$ cat src/rtl/wb_arbiter_pkg.sv
// Shared types for the writeback arbiter: register/data widths, arbiter
// state and the record buffered for long-latency results.
package wb_arbiter_pkg;

    localparam int REG_W  = 5;
    localparam int DATA_W = 32;

    typedef enum logic {
        NORMAL = 1'b0,
        FORCE  = 1'b1
    } arb_state_e;

    typedef struct packed {
        logic [REG_W-1:0]  rd;
        logic [DATA_W-1:0] data;
    } wb_entry_t;

endpackage

$ cat src/rtl/wb_arbiter_if.sv
// Writeback bus between the pipeline/long-latency units and the arbiter,
// including the decode-stage scoreboard query and the register-file write port.
interface wb_arbiter_if;
    import wb_arbiter_pkg::*;

    logic              pipe_wr;
    logic [REG_W-1:0]  pipe_reg;
    logic [DATA_W-1:0] pipe_data;
    logic              aux_valid;
    logic [REG_W-1:0]  aux_reg;
    logic [DATA_W-1:0] aux_data;
    logic              aux_ready;
    logic              aux_issue;
    logic [REG_W-1:0]  aux_issue_reg;
    logic [REG_W-1:0]  query_reg1;
    logic [REG_W-1:0]  query_reg2;
    logic              busy1;
    logic              busy2;
    logic              stall_req;
    logic [REG_W-1:0]  WriteReg;
    logic [DATA_W-1:0] WriteData;
    logic              RegWrite;

    modport slave (
        input  pipe_wr, pipe_reg, pipe_data,
        input  aux_valid, aux_reg, aux_data, aux_issue, aux_issue_reg,
        input  query_reg1, query_reg2,
        output aux_ready, busy1, busy2, stall_req,
        output WriteReg, WriteData, RegWrite
    );

    modport master (
        output pipe_wr, pipe_reg, pipe_data,
        output aux_valid, aux_reg, aux_data, aux_issue, aux_issue_reg,
        output query_reg1, query_reg2,
        input  aux_ready, busy1, busy2, stall_req,
        input  WriteReg, WriteData, RegWrite
    );

endinterface

$ cat src/rtl/wb_fifo.sv
// Circular buffer of pending long-latency results; the caller guarantees
// no push when full and no pop when empty.
module wb_fifo
    import wb_arbiter_pkg::*;
#(
    parameter int DEPTH = 4
) (
    input  logic                   clock,
    input  logic                   reset,
    input  logic                   push,
    input  logic                   pop,
    input  wb_entry_t              din,
    output wb_entry_t              dout,
    output logic                   full,
    output logic                   empty,
    output logic [$clog2(DEPTH):0] count
);
    localparam int PTR_W = $clog2(DEPTH);

    wb_entry_t        mem [DEPTH];
    logic [PTR_W-1:0] head;
    logic [PTR_W-1:0] tail;

    // NOTE: storage has no reset; count gates every read, so stale words are never used.
    always_ff @(posedge clock) begin
        if (push) mem[tail] <= din;
    end

    // NOTE: sequential state uses non-blocking assignments so every flop samples pre-edge values.
    always_ff @(posedge clock or posedge reset) begin
        if (reset) begin
            head  <= '0;
            tail  <= '0;
            count <= '0;
        end else begin
            if (push) tail <= tail + 1'b1;
            if (pop)  head <= head + 1'b1;
            count <= count + (PTR_W + 1)'(push) - (PTR_W + 1)'(pop);
        end
    end

    assign dout  = mem[head];
    assign full  = (count == (PTR_W + 1)'(DEPTH));
    assign empty = (count == '0);

endmodule

$ cat src/rtl/wb_arbiter.sv
// Register-file writeback arbiter: pipeline writes win, buffered long-latency
// results fill idle slots, and a starving result forces a one-cycle pipeline stall.
module wb_arbiter
    import wb_arbiter_pkg::*;
#(
    parameter int FIFO_DEPTH   = 4,
    parameter int STARVE_LIMIT = 8
) (
    input logic         clock,
    input logic         reset,
    wb_arbiter_if.slave bus
);
    localparam int CNT_W  = $clog2(FIFO_DEPTH) + 1;
    localparam int STRV_W = $clog2(STARVE_LIMIT + 1);

    arb_state_e        state;
    arb_state_e        state_nxt;
    logic [STRV_W-1:0] starve_cnt;
    logic [STRV_W-1:0] starve_nxt;
    logic [31:0]       pending;
    wb_entry_t         head;
    logic              fifo_full;
    logic              fifo_empty;
    logic [CNT_W-1:0]  fifo_count;
    logic              push;
    logic              pop;
    logic              sel_pipe;

    assign bus.aux_ready = (fifo_count < CNT_W'(FIFO_DEPTH));
    // Writes to r0 are architecturally void, so they are never buffered.
    assign push     = bus.aux_valid && !fifo_full && (bus.aux_reg != '0);
    assign sel_pipe = bus.pipe_wr && (bus.pipe_reg != '0);

    wb_fifo #(.DEPTH(FIFO_DEPTH)) u_fifo (
        .clock (clock),
        .reset (reset),
        .push  (push),
        .pop   (pop),
        .din   ('{rd: bus.aux_reg, data: bus.aux_data}),
        .dout  (head),
        .full  (fifo_full),
        .empty (fifo_empty),
        .count (fifo_count)
    );

    // NOTE: every output is defaulted first so no path through the case can infer a latch.
    always_comb begin
        state_nxt     = NORMAL;
        starve_nxt    = '0;
        pop           = 1'b0;
        bus.stall_req = 1'b0;
        bus.RegWrite  = 1'b0;
        bus.WriteReg  = '0;
        bus.WriteData = '0;
        if (!reset) begin
            case (state)
                FORCE: begin
                    // Entry is guaranteed present: FORCE is only entered while it was blocked.
                    bus.stall_req = 1'b1;
                    pop           = 1'b1;
                    bus.RegWrite  = 1'b1;
                    bus.WriteReg  = head.rd;
                    bus.WriteData = head.data;
                end
                default: begin
                    if (sel_pipe) begin
                        bus.RegWrite  = 1'b1;
                        bus.WriteReg  = bus.pipe_reg;
                        bus.WriteData = bus.pipe_data;
                        if (!fifo_empty) begin
                            if (starve_cnt == STRV_W'(STARVE_LIMIT - 1)) state_nxt = FORCE;
                            else starve_nxt = starve_cnt + 1'b1;
                        end
                    end else if (!fifo_empty) begin
                        pop           = 1'b1;
                        bus.RegWrite  = 1'b1;
                        bus.WriteReg  = head.rd;
                        bus.WriteData = head.data;
                    end
                end
            endcase
        end
    end

    always_ff @(posedge clock or posedge reset) begin
        if (reset) begin
            state      <= NORMAL;
            starve_cnt <= '0;
        end else begin
            state      <= state_nxt;
            starve_cnt <= starve_nxt;
        end
    end

    // A new reservation is applied after the clear so it wins on a same-register collision.
    always_ff @(posedge clock or posedge reset) begin
        if (reset) begin
            pending <= '0;
        end else begin
            if (pop) pending[head.rd] <= 1'b0;
            if (bus.aux_issue && (bus.aux_issue_reg != '0)) pending[bus.aux_issue_reg] <= 1'b1;
        end
    end

    assign bus.busy1 = pending[bus.query_reg1];
    assign bus.busy2 = pending[bus.query_reg2];

endmodule

$ cat src/flat_wrapper.sv
// flat-port wrapper written by rule: the top's interface ports become plain ports
module wb_arbiter_flat import wb_arbiter_pkg::*;
#(
    parameter int FIFO_DEPTH   = 4,
    parameter int STARVE_LIMIT = 8
)
  (clock, reset, bus_pipe_wr, bus_pipe_reg, bus_pipe_data, bus_aux_valid, bus_aux_reg, bus_aux_data, bus_aux_issue, bus_aux_issue_reg, bus_query_reg1, bus_query_reg2, bus_aux_ready, bus_busy1, bus_busy2, bus_stall_req, bus_WriteReg, bus_WriteData, bus_RegWrite);
  wb_arbiter_if bus_i ();
  input logic clock;
  input logic reset;
  input wire logic [$bits(bus_i.pipe_wr)-1:0] bus_pipe_wr;
  input wire logic [$bits(bus_i.pipe_reg)-1:0] bus_pipe_reg;
  input wire logic [$bits(bus_i.pipe_data)-1:0] bus_pipe_data;
  input wire logic [$bits(bus_i.aux_valid)-1:0] bus_aux_valid;
  input wire logic [$bits(bus_i.aux_reg)-1:0] bus_aux_reg;
  input wire logic [$bits(bus_i.aux_data)-1:0] bus_aux_data;
  input wire logic [$bits(bus_i.aux_issue)-1:0] bus_aux_issue;
  input wire logic [$bits(bus_i.aux_issue_reg)-1:0] bus_aux_issue_reg;
  input wire logic [$bits(bus_i.query_reg1)-1:0] bus_query_reg1;
  input wire logic [$bits(bus_i.query_reg2)-1:0] bus_query_reg2;
  output wire logic [$bits(bus_i.aux_ready)-1:0] bus_aux_ready;
  output wire logic [$bits(bus_i.busy1)-1:0] bus_busy1;
  output wire logic [$bits(bus_i.busy2)-1:0] bus_busy2;
  output wire logic [$bits(bus_i.stall_req)-1:0] bus_stall_req;
  output wire logic [$bits(bus_i.WriteReg)-1:0] bus_WriteReg;
  output wire logic [$bits(bus_i.WriteData)-1:0] bus_WriteData;
  output wire logic [$bits(bus_i.RegWrite)-1:0] bus_RegWrite;
  assign bus_i.pipe_wr = bus_pipe_wr;
  assign bus_i.pipe_reg = bus_pipe_reg;
  assign bus_i.pipe_data = bus_pipe_data;
  assign bus_i.aux_valid = bus_aux_valid;
  assign bus_i.aux_reg = bus_aux_reg;
  assign bus_i.aux_data = bus_aux_data;
  assign bus_i.aux_issue = bus_aux_issue;
  assign bus_i.aux_issue_reg = bus_aux_issue_reg;
  assign bus_i.query_reg1 = bus_query_reg1;
  assign bus_i.query_reg2 = bus_query_reg2;
  assign bus_aux_ready = bus_i.aux_ready;
  assign bus_busy1 = bus_i.busy1;
  assign bus_busy2 = bus_i.busy2;
  assign bus_stall_req = bus_i.stall_req;
  assign bus_WriteReg = bus_i.WriteReg;
  assign bus_WriteData = bus_i.WriteData;
  assign bus_RegWrite = bus_i.RegWrite;
  wb_arbiter #(.FIFO_DEPTH(FIFO_DEPTH), .STARVE_LIMIT(STARVE_LIMIT)) u_core (.clock(clock), .reset(reset), .bus(bus_i));
endmodule
$ cat config.mk
export PLATFORM = sky130hd
export DESIGN_NAME = wb_arbiter_flat
export DESIGN_NICKNAME = d
export VERILOG_FILES = /design/src/rtl/wb_arbiter_pkg.sv /design/src/rtl/wb_arbiter_if.sv /design/src/rtl/wb_fifo.sv /design/src/rtl/wb_arbiter.sv /design/src/flat_wrapper.sv
export SDC_FILE = /design/constraint.sdc
export NUM_CORES = 1
export LEC_CHECK = 0
export CELL_PAD_IN_SITES_DETAIL_PLACEMENT = 0
export CELL_PAD_IN_SITES_GLOBAL_PLACEMENT = 1
export CORE_UTILIZATION = 40
export DETAILED_ROUTE_END_ITERATION = 10
export PLACE_DENSITY = 0.82
export SLEW_MARGIN = 30
export SYNTH_ARGS = -nofsm -noshare
export SYNTH_HDL_FRONTEND = slang
export SYNTH_HIERARCHICAL = 1
export SYNTH_SLANG_ARGS = --single-unit
$ cat constraint.sdc
create_clock -name clock -period 3.1 [get_ports clock]
set_input_delay 0.62 -clock clock [delete_from_list [all_inputs] [get_ports clock]]
set_output_delay 0.62 -clock clock [all_outputs]
set_load 0.02 [all_outputs]
==> impl_metrics.tcl, run 1 <==
set metrics [dict create \
    yosys.area.top_type_share 0.530 \
    dr.pass1.iters 5 \
    grt_pass1_wl_um 30700 \
    fillers 1613 \
    avgRoutedWirePerCell_um 19.9 \
    vias 5348 \
    dieWidth_um 147 \
    grt_util_met2 0.321 \
    place_hpwl_um 13900 \
    grt_max_degree 39 \
    grt_busiest_layer "met2" \
    num_antenna_cells 0 \
    synth-xor-area-share 0.00627 \
    syn_area_per_cell_um2 16.2 \
    clockBufferDepth 2 \
    p_leak_nw 4.06 \
    num-nets-final 785 \
    cap_violations 0 \
    io_buffers 135 \
    synth_compound_area_frac 0.0953 \
    tns_ns 0 \
    ios 136 \
    fin_skew_ns 0.0127 \
    cts.sinks 192 \
    tritoncts "done" \
    clock_latency_ns 0.44 \
    synthTopCellsByCount "edfxtp_1 (148), dfrtp_1 (44), o21ai_0 (41)" \
    power.density_cell_area_nw_per_um2 817 \
    worst_slew_pin_slew_ns 0.487 \
    crit_path_max_incr_delay_ns 0.51 \
    syn_inst 517 \
    cts_root_buffer "clkbuf_16" \
    synth_seq_area_share 0.661 \
    finalSetupViolations 0 \
    drc 0 \
    fmaxAchievable_mhz 333 \
    worstPathRequired_ns 2.48 \
    seq_area_um2 5550 \
    finalMaxSlewViolations 0 \
    clk_pin_slew_ns 0.07 \
    synth_adder_area_share 0.0128 \
    syn_nets 619 \
    yosysWarnings 6 \
    start_util 0.412 \
    wl_um 19200 \
    antenna_left 0 \
    drive_gt1_frac 0.180 \
    outcome "finished clean" \
    crit_path_start_kind "input pin" \
    htreeDepth 4 \
    fin_cells 966 \
    synth_cell_types 45 \
    routabilityCongestion 0.958 \
    worst-setup-path-type "in -> out" \
    grt_use_total 0.189 \
    critPathCaptureType "primary output" \
    min_path_type "reg -> reg" \
    drt_iter0_drc 437 \
    coreArea_um2 20400 \
    async_flop_share 0.229 \
    die_area_um2 21500 \
    viasPerCell 5.54 \
    worstPathCellList "clkdlybuf4s50_1, buf_12, mux2i_1, a22oi_1, nand4b_1, a21oi_1, a311o_1, clkdlybuf4s15_1" \
    relSlewSlack 0.675 \
    synth_simple_gate_area_share 0.0630 \
    peakVddDrop_mv 0.474 \
    dp_cells 932 \
    crit_family "buffers and inverters" \
    die_y_um 147 \
    use_met1 0.230 \
    hold_viol_final 0 \
    synth_mux_area_frac 0.138 \
    yosys-top-cells-area "edfxtp_1 (53%), dfrtp_1 (13%), mux4_2 (9.9%)" \
    slowest_stage "clkdlybuf4s50_1" \
    antenna_found_initial 1 \
    hold_buffers 0 \
    ys.flop_type "edfxtp_1" \
    synthesis.area_um2 8390 \
    synth_seq_cells 192 \
    synth_top_family_by_area "multiplexers" \
    synth_most_common_cell "edfxtp_1" \
    row_count 52 \
    worst-path-buf-inv 3 \
    finalCritPeriodShare 0.970 \
    crit_arrival_ns 2.39 \
    synth-edff-count 148 \
    cts_buffers 17 \
    final_core_util 0.538 \
    grt-ovfl-total 0 \
    grt_pass1_vias 5683 \
    path_max_fanout 16 \
    use_met3 0.0509 \
    multiInputGateArea_um2 2660 \
    fin_crit_ns 3.01 \
    yosys.area.top_type "edfxtp_1" \
    rsz0062_at_grt "no" \
    area_growth_pct 30.8 \
]
[cell usage in the layout (no fill, tap or decap), drive strengths merged, types with 4 or more instances in the layout]
| cell | instances |
|---|---|
| a21oi | 7 |
| a22o | 38 |
| a22oi | 8 |
| and2 | 6 |
| buf | 36 |
| clkbuf | 18 |
| clkdlybuf4s50 | 96 |
| clkinv | 9 |
| dfrtp | 44 |
| dlygate4sd2 | 37 |
| edfxtp | 148 |
| ha | 7 |
| inv | 16 |
| mux2i | 32 |
| mux4 | 37 |
| nand2 | 21 |
| nand3 | 9 |
| nand3b | 10 |
| nor2 | 10 |
| nor2b | 4 |
| nor3 | 7 |
| o21ai | 63 |
| or3b | 4 |
[layout make-up]
| class | instances | share of cell area |
|---|---|---|
| clock inverters | 15 | 0.0175 |
| well taps | 270 | 0.0308 |
| clock buffers | 17 | 0.0388 |
| inverters | 10 | 0.00342 |
| multi-input cells | 291 | 0.242 |
| flip-flops and latches | 192 | 0.506 |
| repair buffers | 171 | 0.161 |
[state kept, by name, summed over array words and instances (netlist names)]
register             count
u_core/u_fifo/count      3
u_core/u_fifo/head       2
u_core/state             1
u_core/starve_cnt        4
u_core/u_fifo/mem      148
u_core/u_fifo/tail       2
u_core/pending          32
[path summary, 6_finish.rpt]
check / end / cells after the start / slack (ns) / startpoint
max in group asynchronous: u_core/pending[9] / 3 / 2.01 / reset
min: u_core/starve_cnt[0] / 1 / 0.49 / u_core/starve_cnt[0]
max reg2reg: u_core/u_fifo/count[2] / 9 / 0.62 / u_core/u_fifo/count[2]
min in group asynchronous: u_core/u_fifo/count[1] / 3 / 0.67 / reset
max: bus_busy1 / 8 / 0.09 / bus_query_reg1[1]
min reg2reg: u_core/starve_cnt[0] / 1 / 0.49 / u_core/starve_cnt[0]
[through the flow]
stage	total power, mW	instance area (um2)	setup WS, ns	hold slack [ns]
2_1_floorplan	5.68	8390	0.0728	0.423
3_3_place_gp	6.81	10400	-0.132	0.450
3_5_place_dp	6.93	10400	-0.160	0.484
4_1_cts	9.04	11000	0.0597	0.493
5_1_grt	9.40	11000	0.0253	0.536
6_report	8.96	11000	0.0927	0.489
[layer usage]
| metal | wire length [um] | vias up |
|---|---|---|
| met5 | 13 | - |
| met4 | 464 | 2 |
| met3 | 1300 | 39 |
| met2 | 9740 | 219 |
| met1 | 7700 | 2671 |
| li1 | - | 2417 |
[logic make-up (layout without fill, tap and decap cells)]
group / after synthesis / count (layout)
XOR/XNOR: 6 / 6
adder cells (fa/ha/maj): 8 / 8
flip-flops: 192 / 192
buffers and inverters: 34 / 213
AO/OA/AOI/OAI: 123 / 123
multiplexers: 69 / 69
AND/OR/NAND/NOR: 85 / 85
[repair_timing]
| action | 4_1_cts | 5_1_grt |
|---|---|---|
| setup endpoints to repair | 39 | 2 |
| resized for setup | 41 | 3 |
| buffers inserted | 0 | 2 |
| pin swaps | 0 | 0 |
[worst reg2reg max path, cell delays in order (launching register included)]
cell and delay, ns:
dfrtp_1 0.44, nor3_2 0.28, o21bai_1 0.10, a22o_2 0.31, buf_12 0.17, ha_1 0.29, inv_1 0.04, ha_1 0.19
fa_1 0.42, xnor2_1 0.14
[power breakdown]
part	internal, mW	leakage [nW]	total [mW]	switching [mW]
Combinational	1.42	1.87	2.95	1.53
Clock	1.10	0.298	2.17	1.08
Sequential	3.45	1.89	3.84	0.390
No activity file was read; power rests on OpenSTA's default activity.
==> inputs of run 2 (changes only) <==
SLEW_MARGIN = 15   (was 30)
clock period = 3.86 ns   (was 3.1 ns; I/O delays follow)
==> run 2 against run 1 <==
Via count decreased by 1.9%. Non-clock buffer count decreased by 15. Critical path depth unchanged. Sequential share of layout area increased by 1.0 points. Sequential cell count unchanged. Sequential power decreased by 20%.
==> impl_metrics.tcl, run 2 (synthesis results as in run 1) <==
set metrics [dict create \
    outcome "finished clean" \
    viasPerCell 5.52 \
    grt_use_total 0.186 \
    place_hpwl_um 13400 \
    largest-register "u_core/u_fifo/mem" \
    num-nets-final 770 \
    layout_commonest_cell "edfxtp_1" \
    num_antenna_cells 0 \
    mostFrequentLayoutCells "edfxtp_1 (148), clkdlybuf4s50_1 (135), dfrtp_1 (42)" \
    vias 5246 \
    clock_latency_ns 0.44 \
    postCtsResizedCells 0 \
    coreArea_um2 20400 \
    finalSetupViolations 0 \
    tns_ns 0 \
    io_buffers 135 \
    drt_iter0_drc 305 \
    fillers 1646 \
    grt_max_degree 40 \
    finalCritPeriodShare 0.944 \
    cts_buffers 17 \
    rsz0062_at_grt "no" \
    hp-start "u_core/starve_cnt[0]" \
    drc 0 \
    area_growth_pct 28.1 \
    power.density_cell_area_nw_per_um2 662 \
    intPower_mw 4.76 \
    dr.pass1.iters 5 \
    critPathLaunch "bus_pipe_reg[2]" \
    clk_pin_slew_ns 0.07 \
    tritoncts "done" \
    min_path_type "reg -> reg" \
    dieWidth_um 147 \
    crit_path_start_kind "input pin" \
    relSlewSlack 0.646 \
    fin_crit_ns 3.65 \
    power_frac_comb 0.326 \
    antenna_found_initial 1 \
    avgRoutedWirePerCell_um 20.2 \
    critPathCaptureType "primary output" \
    worst-setup-path-type "in -> out" \
    r2r-start "u_core/u_fifo/count[2]" \
    wl_um 19300 \
    top_regs "u_core/u_fifo/mem (148), u_core/pending (32), u_core/starve_cnt (4)" \
    cap_violations 0 \
    final_core_util 0.528 \
    fmaxAchievable_mhz 274 \
    cts_root_buffer "clkbuf_16" \
    die_area_um2 21500 \
    grt_pass1_vias 5632 \
    cts_setup_buffers 0 \
    routabilityCongestion 0.889 \
    crit_arrival_ns 2.87 \
    switching_share 0.331 \
    fin_skew_ns 0.0166 \
    die_y_um 147 \
    hold_buffers 0 \
    p_leak_nw 3.82 \
    p_switching_mw 2.35 \
    grt_pass1_wl_um 30200 \
    worstPathRequired_ns 3.09 \
    largest_reg_flops 148 \
    antenna_left 0 \
    clkPwrFrac 0.240 \
    clockBufferDepth 2 \
    row_count 52 \
    finalMaxSlewViolations 0 \
    cts.sinks 192 \
    start_util 0.412 \
    htreeDepth 4 \
    path_max_fanout 26 \
    ios 136 \
    grt-ovfl-total 0 \
    peakVddDrop_mv 0.397 \
    pwr-share-seq 0.434 \
    drive_gt1_frac 0.157 \
    hold_viol_final 0 \
    worst_slew_pin_slew_ns 0.530 \
]
## run 2: changes by cell type in the layout (fill, tap and decap cells not counted), sizes merged
| cell | change |
|---|---|
| clkdlybuf4s15 | -1 |
| buf | -15 |
| clkdlybuf4s50 | +39 |
| clkbuf | -1 |
| dlygate4sd2 | -37 |
| inv | +3 |
| clkinv | -3 |
## run 2: layout make-up
class                      count  area [um2]  area share
clock buffer                  17         425      0.0396
clock inverter                15         163      0.0151
multi-input combinational    291        2650       0.246
tap                          270         338      0.0314
timing repair buffer         156        1580       0.147
inverter                      10        37.5     0.00349
sequential                   192        5550       0.516
## run 2: layer usage
layer	vias up	GRT usage	wire, um	share of wire
li1	2376	-	-	-
met1	2681	0.217	7850	0.41
met2	168	0.327	10000	0.52
met3	19	0.0581	1150	0.060
met4	2	0.0521	201	0.010
met5	-	0	13	0.00068
## run 2: path summary, 6_finish.rpt
path,endpoint,depth (start not counted),slack [ns]
max,bus_WriteData[12],8,0.21
min,u_core/starve_cnt[0],1,0.48
max reg2reg,u_core/u_fifo/count[2],11,1.17
min reg2reg,u_core/starve_cnt[0],1,0.48
max in group asynchronous,u_core/pending[29],3,2.63
min in group asynchronous,u_core/u_fifo/tail[0],3,0.82
## run 2: power by group through the flow
stage	logic, mW	clock network, mW	registers [mW]
floorplan	1.60	0	2.96
global placement	2.28	0	3.09
detailed placement	2.33	0	3.12
CTS	2.35	1.74	3.08
global route	2.51	1.83	3.13
finish	2.32	1.71	3.09
## run 2: per-stage QoR
stage	std cells	setup slack, ns	hold slack, ns	power (mW)	cell area, um2
after global routing	951	0.104	0.513	7.46	10700
after global placement	919	0.287	0.450	5.37	10200
after CTS	951	0.229	0.485	7.17	10700
after floorplan	517	0.624	0.439	4.56	8390
final	951	0.215	0.481	7.11	10700
after detailed placement	919	0.237	0.476	5.46	10200
## run 2: worst max-delay path, cell delays in order
cell and delay, ns:
clkdlybuf4s50_1 0.54, nor3_1 0.09, nand2_1 0.10, nand2_1 0.11, nor3_4 0.14, buf_4 0.31, a22o_1 0.19, clkdlybuf4s50_1 0.60
